`src/rtl/int_bus_rr_arbiter.sv`:
```
// Round-robin arbiter and mux for the shared internal register bus.
// One master owns the slave bus at a time; a hold limit forces handover when others wait.
//
//   state    | meaning
//   ---------+----------------------------------------------------------
//   ST_IDLE  | no grant; pick the next requester from rr_ptr upward
//   ST_GRANT | owner drives the slave bus while it keeps its request up
module int_bus_rr_arbiter #(
   parameter int NUM_MASTERS = 4,
   parameter int AW          = 16,
   parameter int DW          = 8,
   parameter int MAX_HOLD    = 16
) (
   input  logic                            clock,
   input  logic                            reset,
   input  logic [NUM_MASTERS-1:0]          m_req,
   output logic [NUM_MASTERS-1:0]          m_gnt,
   input  logic [NUM_MASTERS*AW-1:0]       m_address,
   input  logic [NUM_MASTERS*DW-1:0]       m_wr_data,
   input  logic [NUM_MASTERS-1:0]          m_write,
   input  logic [NUM_MASTERS-1:0]          m_read,
   output logic [DW-1:0]                   m_rd_data,
   output logic [AW-1:0]                   s_address,
   output logic [DW-1:0]                   s_wr_data,
   output logic                            s_write,
   output logic                            s_read,
   input  logic [DW-1:0]                   s_rd_data,
   output logic                            busy,
   output logic [$clog2(NUM_MASTERS)-1:0]  owner
);

   localparam int OW = $clog2(NUM_MASTERS);
   localparam int HW = (MAX_HOLD < 2) ? 1 : $clog2(MAX_HOLD + 1);

   typedef enum logic {ST_IDLE = 1'b0, ST_GRANT = 1'b1} state_t;

   state_t                 state_q, state_d;
   logic [NUM_MASTERS-1:0] gnt_q, gnt_d;
   logic [OW-1:0]          owner_q, owner_d;
   logic [OW-1:0]          rr_ptr_q, rr_ptr_d;
   logic [HW-1:0]          hold_cnt_q, hold_cnt_d;

   logic                   win_found;
   logic [OW-1:0]          win_idx;
   logic [OW-1:0]          cand;
   logic                   others_req;
   logic                   hold_limit;
   logic                   release_now;

   logic [AW-1:0]          addr_arr [NUM_MASTERS];
   logic [DW-1:0]          wdat_arr [NUM_MASTERS];

   for (genvar i = 0; i < NUM_MASTERS; i++) begin : g_unpack
      assign addr_arr[i] = m_address[i*AW +: AW];
      assign wdat_arr[i] = m_wr_data[i*DW +: DW];
   end

   // First requester at or above rr_ptr, wrapping around.
   always_comb begin
      win_found = 1'b0;
      win_idx   = '0;
      cand      = '0;
      for (int k = 0; k < NUM_MASTERS; k++) begin
         cand = OW'((int'(rr_ptr_q) + k) % NUM_MASTERS);
         if (!win_found && m_req[cand]) begin
            win_found = 1'b1;
            win_idx   = cand;
         end
      end
   end

   assign others_req  = |(m_req & ~gnt_q);
   assign hold_limit  = (MAX_HOLD != 0) && (hold_cnt_q == HW'(MAX_HOLD));
   assign release_now = !m_req[owner_q] || (hold_limit && others_req);

   always_ff @(posedge clock) begin
      if (!reset) begin
         state_q    <= ST_IDLE;
         gnt_q      <= '0;
         owner_q    <= '0;
         rr_ptr_q   <= '0;
         hold_cnt_q <= '0;
      end else begin
         state_q    <= state_d;
         gnt_q      <= gnt_d;
         owner_q    <= owner_d;
         rr_ptr_q   <= rr_ptr_d;
         hold_cnt_q <= hold_cnt_d;
      end
   end

   always_comb begin
      state_d    = state_q;
      gnt_d      = gnt_q;
      owner_d    = owner_q;
      rr_ptr_d   = rr_ptr_q;
      hold_cnt_d = hold_cnt_q;
      case (state_q)
         ST_IDLE: begin
            if (win_found) begin
               state_d    = ST_GRANT;
               gnt_d      = NUM_MASTERS'(1) << win_idx;
               owner_d    = win_idx;
               rr_ptr_d   = OW'((int'(win_idx) + 1) % NUM_MASTERS);
               hold_cnt_d = HW'(1);
            end
         end
         ST_GRANT: begin
            // Releasing always passes through IDLE, giving one dead cycle per handover.
            if (release_now) begin
               state_d = ST_IDLE;
               gnt_d   = '0;
            end else if (MAX_HOLD != 0 && hold_cnt_q != HW'(MAX_HOLD)) begin
               hold_cnt_d = hold_cnt_q + 1'b1;
            end
         end
         default: state_d = ST_IDLE;
      endcase
   end

   assign m_gnt     = gnt_q;
   assign owner     = owner_q;
   assign m_rd_data = s_rd_data;

   always_comb begin
      busy      = (state_q == ST_GRANT);
      s_address = '0;
      s_wr_data = '0;
      s_write   = 1'b0;
      s_read    = 1'b0;
      if (state_q == ST_GRANT) begin
         s_address = addr_arr[owner_q];
         s_wr_data = wdat_arr[owner_q];
         s_write   = m_write[owner_q];
         s_read    = m_read[owner_q] & ~m_write[owner_q];
      end
   end

   a_gnt_onehot : assert property (@(posedge clock) disable iff (!reset) $onehot0(m_gnt));
   a_strobe_excl : assert property (@(posedge clock) disable iff (!reset) !(s_write && s_read));

endmodule

```
`config.mk`:
```
export PLATFORM = sky130hd
export DESIGN_NAME = int_bus_rr_arbiter
export DESIGN_NICKNAME = d
export VERILOG_FILES = /design/src/rtl/int_bus_rr_arbiter.sv
export SDC_FILE = /design/constraint.sdc
export NUM_CORES = 1
export LEC_CHECK = 0
export CORE_MARGIN = 8
export CORE_UTILIZATION = 31
export DETAILED_ROUTE_END_ITERATION = 7
export PLACE_DENSITY = 0.84
export SKIP_CTS_REPAIR_TIMING = 1
export SYNTH_ARGS = -nofsm -noshare
export SYNTH_HDL_FRONTEND = slang
export SYNTH_SLANG_ARGS = --single-unit
```
`constraint.sdc`:
```
create_clock -name clock -period 2.1 [get_ports clock]
set_input_delay 0.21 -clock clock [delete_from_list [all_inputs] [get_ports clock]]
set_output_delay 0.21 -clock clock [all_outputs]
set_load 0.01 [all_outputs]
```
==> flow_summary.yaml <==
setup_path:
  endpoint: "s_address[13]"
  worstRegToRegCells: 6
  startpoint: "owner[0]"
  cp_max_fo: 8
  r2r_setup_slack_ns: 0.41
  worst-setup-path-type: "reg -> out"
  crit_arrival_ns: 1.86
  r2r_end: "m_gnt[2]"
  worst-endpoint-required_ns: 1.89
  crit_path_start_kind: "flip-flop"
  r2r_start: "owner[1]"
  critPathCaptureType: "output port"
synthesis:
  netlist_instances: 166
  synth_area_per_cell_um2: 10.10
  yosys-top-cells-area: "mux4_2 (32%), dfxtp_1 (17%), and2_1 (9.3%)"
  ys_seq_area_share_pct: 16.72
  synth_seq_cells: 14
  yosys.area.top_type: "mux4_2"
  synth.net_count: 290
  yosysTopAreaCellShare_pct: 32.24
  ys_types: 34
  synthesis.area_um2: 1677
  yosys_warnings: 0
clocking:
  insertion_delay_ns: 0.25
  path_clk_slew_ns: 0.06
  cts.sinks: 14
  cts_tree: "done"
  cts_buffers: 3
  cts_buffer_depth: 2
  cts-htree-levels: 1
  cts-root-buf: "clkbuf_8"
routing:
  drc: 0
  routedWlPerCell_um: 20.76
  drt_iter0_markers: 43
  drt_wl_total_um: 8013
  num_vias: 1960
  via_per_inst: 5.078
  drt_pass1_iterations: 4
  ant_nets: 0
cells_and_area:
  fin_cells: 386
  final_cell_area_um2: 3397
  final_common_cell: "clkdlybuf4s50_1"
  final_cell_mix: "clkdlybuf4s50_1 (116), and2_1 (25), mux4_2 (24), dlymetal6s2s_1 (24), buf_4 (18)"
  antennaDiodeCount: 0
  area_growth_pct: 102.6
  nNetsFinal: 441
  drive_gt1_share_pct: 17.09
  final_util_pct: 65.67
placement:
  place_area_um2: 3197
  port_buffers: 142
  hpwl_um: 6488
  gp_routability_congestion: 0.8076
  dp_cells: 373
floorplan:
  die_w_um: 89.54
  design.core.area_um2: 5172
  ioPinCount: 159
  die_area_um2: 8017
  die_y_um: 89.54
  num_rows: 26
  start_util_pct: 32.41
sta:
  relSlewSlack_pct: 54.35
  timing_hold_violations_final: 0
  fmax_mhz: 483.8
  slew_violations: 0
  setup_viol: 0
  worst_slew_pin_slew_ns: 0.6822
  period_needed_ns: 2.067
  skew_ns: 0.001049
  post-route-period-util_pct: 98.42
global_routing:
  antenna_found_initial: 1
  grt_pass1_wl_um: 11100
  grt_max_degree: 27
  grt_use_total_pct: 18.25
  overflow: 0
  grt_pass1_vias: 2065
power:
  ir_drop_mv: 0.3424
  power_density_nw_per_um2: 451.7
  p_leak_nw: 1.615
hold_path:
  min_path_type: "in -> out"
outcome:
  status: "finished, final reports clean"
flow_run:
  drv_cap: 0
## state kept, by name, indices dropped and copies added (netlist names)
signal / count
rr_ptr_q: 2
owner: 2
m_gnt: 4
hold_cnt_q: 5
busy: 1
## routing by layer
layer / share of wire [%] / track usage [%]
met3: 12 / 6.342
met4: 1.2 / 4.985
met1: 36 / 19.14
met5: 0.16 / 0
met2: 50 / 33.42
## synth_stat cells
cell,n
o211a_1,1
and2_1,25
or4_1,2
mux4_1,2
buf_2,3
clkbuf_1,5
nor4bb_1,1
a21o_1,3
ha_1,6
inv_1,7
and3b_1,1
o211ai_1,1
nand2_1,12
buf_4,8
nand3_1,2
o21ai_0,4
or3_1,2
buf_1,1
nor4_1,1
mux4_2,24
nand2b_1,8
dfxtp_1,14
o311ai_0,1
a21oi_1,12
buf_6,2
nor2_1,2
nor2b_1,2
mux2i_1,2
o311a_1,1
o31ai_1,2
o2111ai_1,2
nand4_1,2
o22a_1,1
a311oi_1,4
## metrics by stage
step	setup TNS, ns	total power, mW	setup WS (ns)	hold slack, ns
3_3_place_gp	0	1.209	0.04867	0.4201
3_5_place_dp	-0.002472	1.232	-0.002472	0.4201
6_report	0	1.534	0.03315	0.4200
4_1_cts	-4.353	1.508	-0.2265	0.4201
5_1_grt	-0.01157	1.625	-0.01157	0.4201
2_1_floorplan	0	0.7789	0.2991	0.3412
## power by group
part | internal [mW] | total (mW) | leakage [nW] | switching [mW]
Combinational | 0.604 | 0.935 | 1.47 | 0.331
Clock | 0.167 | 0.273 | 0.0288 | 0.106
Sequential | 0.292 | 0.326 | 0.115 | 0.0349
## worst max-delay path: stages (launching register included)
cell and delay (ns):
dfxtp_4 0.41, buf_6 0.12, clkbuf_16 0.13, buf_4 0.11
mux4_2 0.50, and2_1 0.17, dlymetal6s2s_1 0.16
## area by class of cell
cell class                      instances  area (µm²)
Timing Repair Buffer                  165        1694
Inverter                                7       26.28
Sequential cell                        14       284.0
Fill cell                             410        1775
Clock buffer                            4       55.05
Tap cell                               70       87.58
Multi-Input combinational cell        126        1250
## how the worst min path moves through the flow
stage / depth (start not counted) / to / startpoint / slack (ns)
after floorplan: 1 / hold_cnt_q[0] / reset / 0.34
after global placement: 0 / m_rd_data[4] / s_rd_data[4] / 0.42
after detailed placement: 0 / m_rd_data[4] / s_rd_data[4] / 0.42
after CTS: 0 / m_rd_data[4] / s_rd_data[4] / 0.42
after global routing: 0 / m_rd_data[3] / s_rd_data[3] / 0.42
final: 0 / m_rd_data[4] / s_rd_data[4] / 0.42
## logic make-up after synthesis
family          synth area share [%]
compound gates                 12.84
fa+ha+maj                      4.477
buf+inv                        8.731
flops                          16.72
mux                            36.57
simple gates                   20.67
No activity file was read; power rests on OpenSTA's default activity.
